==> src/rtl/rtype_issue_ctrl.sv <==
// Four-cycle issue controller for MIPS R-type instructions: latches a word,
// decodes it onto the register-file/ALU control lines and retires it with a write pulse.
module rtype_issue_ctrl #(
  parameter int CNT_W = 16,
  parameter int RF_AW = 5
) (
  input  logic             Clk,
  input  logic             Rst_n,
  input  logic [31:0]      Instr,
  input  logic             Instr_Valid,
  output logic             Instr_Ready,
  input  logic             Zero,
  output logic [RF_AW-1:0] RR1,
  output logic [RF_AW-1:0] RR2,
  output logic [RF_AW-1:0] WR,
  output logic             WE,
  output logic [3:0]       ALU_Op,
  output logic [4:0]       ShiftCount,
  output logic             Mux_Ctrl,
  output logic             Done,
  output logic             Zero_Flag,
  output logic             Illegal,
  output logic [CNT_W-1:0] Retired
);

  typedef enum logic [1:0] {IDLE, DECODE, EXECUTE, WRITEBACK} state_t;

  state_t             state_q, state_d;
  logic [31:0]        instr_q, instr_d;
  logic [RF_AW-1:0]   rr1_q, rr1_d, rr2_q, rr2_d, wr_q, wr_d;
  logic [3:0]         alu_op_q, alu_op_d;
  logic [4:0]         shamt_q, shamt_d;
  logic               mux_q, mux_d;
  logic               zero_flag_q, zero_flag_d;
  logic [CNT_W-1:0]   retired_q, retired_d;

  logic               dec_legal, dec_shift;
  logic [3:0]         dec_op;
  logic [RF_AW-1:0]   dec_rr1, dec_rr2, dec_wr;
  logic [4:0]         dec_shamt;
  logic               show_dec;

  // Decode always works on the latched copy, never on the live Instr bus.
  always_comb begin
    dec_legal = (instr_q[31:26] == 6'd0);
    dec_shift = 1'b0;
    dec_op    = 4'b0000;
    case (instr_q[5:0])
      6'h20:   dec_op = 4'b0010;
      6'h22:   dec_op = 4'b0110;
      6'h24:   dec_op = 4'b0000;
      6'h25:   dec_op = 4'b0001;
      6'h27:   dec_op = 4'b1100;
      6'h2A:   dec_op = 4'b0111;
      6'h00:   begin dec_op = 4'b1110; dec_shift = 1'b1; end
      6'h02:   begin dec_op = 4'b1101; dec_shift = 1'b1; end
      6'h03:   begin dec_op = 4'b1111; dec_shift = 1'b1; end
      default: dec_legal = 1'b0;
    endcase
    dec_rr1   = dec_shift ? RF_AW'(instr_q[20:16]) : RF_AW'(instr_q[25:21]);
    dec_rr2   = RF_AW'(instr_q[20:16]);
    dec_wr    = RF_AW'(instr_q[15:11]);
    dec_shamt = dec_shift ? instr_q[10:6] : 5'd0;
  end

  always_ff @(posedge Clk or negedge Rst_n) begin
    if (!Rst_n) begin
      state_q     <= IDLE;
      instr_q     <= '0;
      rr1_q       <= '0;
      rr2_q       <= '0;
      wr_q        <= '0;
      alu_op_q    <= '0;
      shamt_q     <= '0;
      mux_q       <= 1'b0;
      zero_flag_q <= 1'b0;
      retired_q   <= '0;
    end else begin
      state_q     <= state_d;
      instr_q     <= instr_d;
      rr1_q       <= rr1_d;
      rr2_q       <= rr2_d;
      wr_q        <= wr_d;
      alu_op_q    <= alu_op_d;
      shamt_q     <= shamt_d;
      mux_q       <= mux_d;
      zero_flag_q <= zero_flag_d;
      retired_q   <= retired_d;
    end
  end

  always_comb begin
    state_d = state_q;
    case (state_q)
      IDLE:      if (Instr_Valid) state_d = DECODE;
      DECODE:    state_d = dec_legal ? EXECUTE : IDLE;
      EXECUTE:   state_d = WRITEBACK;
      WRITEBACK: state_d = IDLE;
      default:   state_d = IDLE;
    endcase
  end

  // Datapath control registers capture the decode on leaving DECODE and hold afterwards.
  always_comb begin
    instr_d     = instr_q;
    rr1_d       = rr1_q;
    rr2_d       = rr2_q;
    wr_d        = wr_q;
    alu_op_d    = alu_op_q;
    shamt_d     = shamt_q;
    mux_d       = mux_q;
    zero_flag_d = zero_flag_q;
    retired_d   = retired_q;
    if (state_q == IDLE && Instr_Valid) instr_d = Instr;
    if (state_q == DECODE && dec_legal) begin
      rr1_d    = dec_rr1;
      rr2_d    = dec_rr2;
      wr_d     = dec_wr;
      alu_op_d = dec_op;
      shamt_d  = dec_shamt;
      mux_d    = 1'b1;
    end
    if (state_q == WRITEBACK) begin
      zero_flag_d = Zero;
      retired_d   = retired_q + CNT_W'(1);
    end
  end

  // During DECODE the fresh decode is driven straight out so the datapath sees it a cycle early.
  always_comb begin
    show_dec    = (state_q == DECODE) && dec_legal;
    Instr_Ready = (state_q == IDLE);
    RR1         = show_dec ? dec_rr1   : rr1_q;
    RR2         = show_dec ? dec_rr2   : rr2_q;
    WR          = show_dec ? dec_wr    : wr_q;
    ALU_Op      = show_dec ? dec_op    : alu_op_q;
    ShiftCount  = show_dec ? dec_shamt : shamt_q;
    Mux_Ctrl    = show_dec ? 1'b1      : mux_q;
    WE          = (state_q == WRITEBACK) && (wr_q != '0);
    Done        = (state_q == WRITEBACK);
    Illegal     = (state_q == DECODE) && !dec_legal;
    Zero_Flag   = zero_flag_q;
    Retired     = retired_q;
  end

endmodule
==> config.mk <==
export PLATFORM = sky130hd
export DESIGN_NAME = rtype_issue_ctrl
export DESIGN_NICKNAME = d
export VERILOG_FILES = /design/src/rtl/rtype_issue_ctrl.sv
export SDC_FILE = /design/constraint.sdc
export NUM_CORES = 1
export LEC_CHECK = 0
export CORE_ASPECT_RATIO = 2
export CORE_MARGIN = 2
export CORE_UTILIZATION = 45
export DETAILED_ROUTE_END_ITERATION = 8
export PLACE_DENSITY = 0.74
export REMOVE_ABC_BUFFERS = 1
export SLEW_MARGIN = 40
export SYNTH_ARGS = -nofsm -noshare
export SYNTH_HDL_FRONTEND = slang
export SYNTH_SLANG_ARGS = --single-unit
==> constraint.sdc <==
create_clock -name Clk -period 2.85 [get_ports Clk]
set_input_delay 0.855 -clock Clk [delete_from_list [all_inputs] [get_ports Clk]]
set_output_delay 0.855 -clock Clk [all_outputs]
set_load 0.01 [all_outputs]
==> results.py <==
metrics = {
    "route": {
        "drt_iter0_drc": 58,
        "viasPerCell": 5.01,
        "drc_errors": 0,
        "finalWirelength_um": 7340,
        "vias": 2378,
        "wl_per_cell_um": 15.4,
        "final_antenna_net_count": 0,
        "firstDrtPassIters": 4,
    },
    "logic_synthesis": {
        "ys_ff_latch": 76,
        "synth_top_family_by_area": "multiplexers",
        "syn_area_per_cell_um2": 13.1,
        "synth-compound-area-share_pct": 2.77,
        "ys_warn_count": 0,
        "syn_area_um2": 3340,
        "yosysUniqueCellTypes": 38,
        "syn_inst": 255,
        "synth_top_area_cell": "dfrtp_1",
        "ys_top_cells_by_area": "dfrtp_1 57%, mux2_2 14%, mux2_4 4.5%, nand2_1 2.1%, xor2_1 2.1%",
        "synthXorXnorAreaFrac_pct": 3.93,
        "synth-seq-area-share_pct": 56.9,
        "synth-simple-area-share_pct": 11.8,
        "synthMuxAreaShare_pct": 21.1,
        "synth_fa_ha_area_share_pct": 0.374,
        "synth_top_area_share_pct": 56.9,
    },
    "pwr": {
        "clkPwrFrac_pct": 33.9,
        "irDropWorstVdd_mv": 0.523,
        "p_comb_share_pct": 21.3,
        "p_sw_share_pct": 25.2,
        "power.leakage_nw": 2.25,
        "internal-power_mw": 2.15,
        "power_mw": 2.88,
        "switchingPower_mw": 0.724,
        "sequentialPowerShare_pct": 44.8,
        "p_per_area_nw_per_um2": 579,
    },
    "clock_network": {
        "cts_tree": "built",
        "path_clk_slew_ns": 0.05,
        "clk_path_buf_depth": 2,
        "cts.sinks": 76,
        "clock-root-buffer": "clkbuf_16",
        "cts_buffers": 9,
        "htreeDepth": 3,
        "clk_latency_ns": 0.32,
    },
    "final_layout": {
        "final_util_pct": 68.9,
        "final_common_cell": "dfrtp_1",
        "final_cell_mix": "76 x dfrtp_1, 54 x clkdlybuf4s50_1, 33 x mux2_2",
        "nets": 416,
        "area_delta_synth_final_pct": 48.6,
        "layout.cells.non_filler": 475,
        "n_antenna_cell": 0,
        "drive_gt1_share_pct": 39.7,
    },
    "critical_path": {
        "endpoint_kind": "output pin",
        "reg2reg_slack_ns": 0.71,
        "r2r_cells": 11,
        "slowest_stage": "dfrtp_1",
        "crit_required_ns": 2.00,
        "path_class": "reg2out",
        "critPathArrivalTime_ns": 2.23,
        "cp_max_fo": 5,
        "path_cells": "and4bb_1 > a211oi_2 > nor4_4 > buf_6 > buf_12 > buf_8 > mux2_4 > buf_6",
        "rr_startpoint": "instr_q[1]",
        "path_delay_family": "simple AND/OR/NAND/NOR gates",
        "crit_top_cell": "buf_6",
        "rr_endpoint": "shamt_q[1]",
        "cpPeakStageDelay_ns": 0.41,
        "cp-start-kind": "register",
        "path_buf_inv": 4,
    },
    "global_routing": {
        "grt_pass1_vias": 2570,
        "antenna_found_initial": 0,
        "grt_usage_pct": 20.1,
        "grt_pass1_wl_um": 12400,
        "grt_max_degree": 77,
        "grt-ovfl-total": 0,
    },
    "placement": {
        "dp_hpwl_um": 5030,
        "port_buffers": 81,
        "numPlacedInstances": 440,
        "gp_congestion": 0.892,
    },
    "floorplan": {
        "dieArea_um2": 8180,
        "die_w_um": 65.0,
        "initial_utilization_pct": 46.4,
        "pin_count": 82,
        "fp-row-count": 44,
        "die_h_um": 126,
        "coreArea_um2": 7210,
    },
    "outcome": {
        "violations": "negative setup slack",
        "status": "finished with violations",
    },
    "min_path": {
        "hold_start": "mux_q",
        "whs_endpoint": "mux_q",
        "holdPathStages": 1,
        "min_path_type": "reg2reg",
    },
    "timing": {
        "drv_slew": 0,
        "setup_viol": 25,
        "whs_ns": 0.473,
        "grt_setup_unrepaired": "yes",
        "setup_ws_ns": -0.239,
        "max_freq_mhz": 324,
        "fin_crit_ns": 3.09,
        "clock_skew_ns": 0.00518,
        "slew_headroom_pct": 54.5,
        "fin_crit_sh_pct": 108,
        "tightestPinTransition_ns": 0.683,
        "hold_viol_final": 0,
    },
    "job": {
        "cap_viol_max_count": 0,
    },
}
## flip-flops by register name, indices dropped and copies added (netlist names), named ones only
register,count
Retired,16
Zero_Flag,1
alu_op_q,4
instr_q,32
mux_q,1
rr1_q,5
rr2_q,5
shamt_q,5
state_q,1
wr_q,5
## cell families (layout without fill, tap and decap cells)
group,Yosys count,after routing
AOI/OAI and AO/OA,15,15
and+or+nand+nor,67,67
adders and majority gates,1,1
xor gates and xnor gates,15,15
muxes,60,60
buffers and inverters,21,149
DFF,76,76
## per-layer routing
layer / up-vias / share of wire (%) / track usage (%)
met3: 13 / 3.3 / 3.21
li1: 1128 / - / -
met4: 0 / 3.0 / 10.5
met5: - / 0 / 0
met1: 1175 / 38 / 22.7
met2: 62 / 55 / 35.6
## power by group through the flow
| stage | Clock (mW) | Combinational [mW] | Sequential [mW] |
|---|---|---|---|
| 2_1_floorplan | 0 | 0.255 | 1.31 |
| 3_3_place_gp | 0 | 0.538 | 1.30 |
| 3_5_place_dp | 0 | 0.551 | 1.31 |
| 4_1_cts | 1.01 | 0.604 | 1.29 |
| 5_1_grt | 1.06 | 0.662 | 1.31 |
| 6_report | 0.976 | 0.612 | 1.29 |
## worst max path at each step
stage	from	endpoint	slack, ns	depth (start not counted)
2_1_floorplan	instr_q[0]	ALU_Op[0]	-0.49	4
3_3_place_gp	instr_q[2]	RR1[2]	-0.21	6
3_5_place_dp	instr_q[0]	RR1[3]	-0.26	6
4_1_cts	instr_q[2]	WR[1]	-0.28	8
5_1_grt	instr_q[0]	WR[1]	-0.36	8
6_report	instr_q[0]	WR[1]	-0.24	8
## stage by stage
| step | cell area, um^2 | setup TNS, ns | worst slack [ns] |
|---|---|---|---|
| finish | 4970 | -4.55 | -0.239 |
| CTS | 4920 | -5.24 | -0.280 |
| detailed placement | 4390 | -5.38 | -0.257 |
| global route | 4970 | -7.13 | -0.358 |
| floorplan | 3280 | -10.95 | -0.494 |
| global placement | 4380 | -4.14 | -0.207 |
## cells in the mapped netlist, drive strengths merged
cell type / number
and2b: 1
nor4bb: 2
nand2b: 2
clkbuf: 6
buf: 4
and4bb: 1
o31a: 1
nand2: 20
xnor2: 7
a211o: 1
mux2i: 5
dfrtp: 76
or2: 1
or2b: 2
ha: 1
a21oi: 5
nor2b: 3
nand4: 4
nor3: 8
mux2: 55
o21ai: 4
inv: 11
o21bai: 1
nand3: 4
a21o: 1
nor4: 3
xor2: 8
and2: 2
a211oi: 2
nor4b: 1
and4: 1
nor2: 12
## area by class of cell
type,count,area (um^2)
clock buffers,9,225
clock inverters,6,32.5
fillers,533,2240
inverters,11,41.3
multi-input cells,158,1440
flip-flops and latches,76,1900
well taps,92,115
repair buffers,123,1210
## repair_timing
item | 4_1_cts | 5_1_grt
gates cloned | 1 | 0
buffers inserted | 17 | 2
hold buffers | 0 | 0
pin swaps | 3 | 2
setup endpoints to repair | 26 | 26
resized for setup | 150 | 7
No activity file was read; power rests on OpenSTA's default activity.
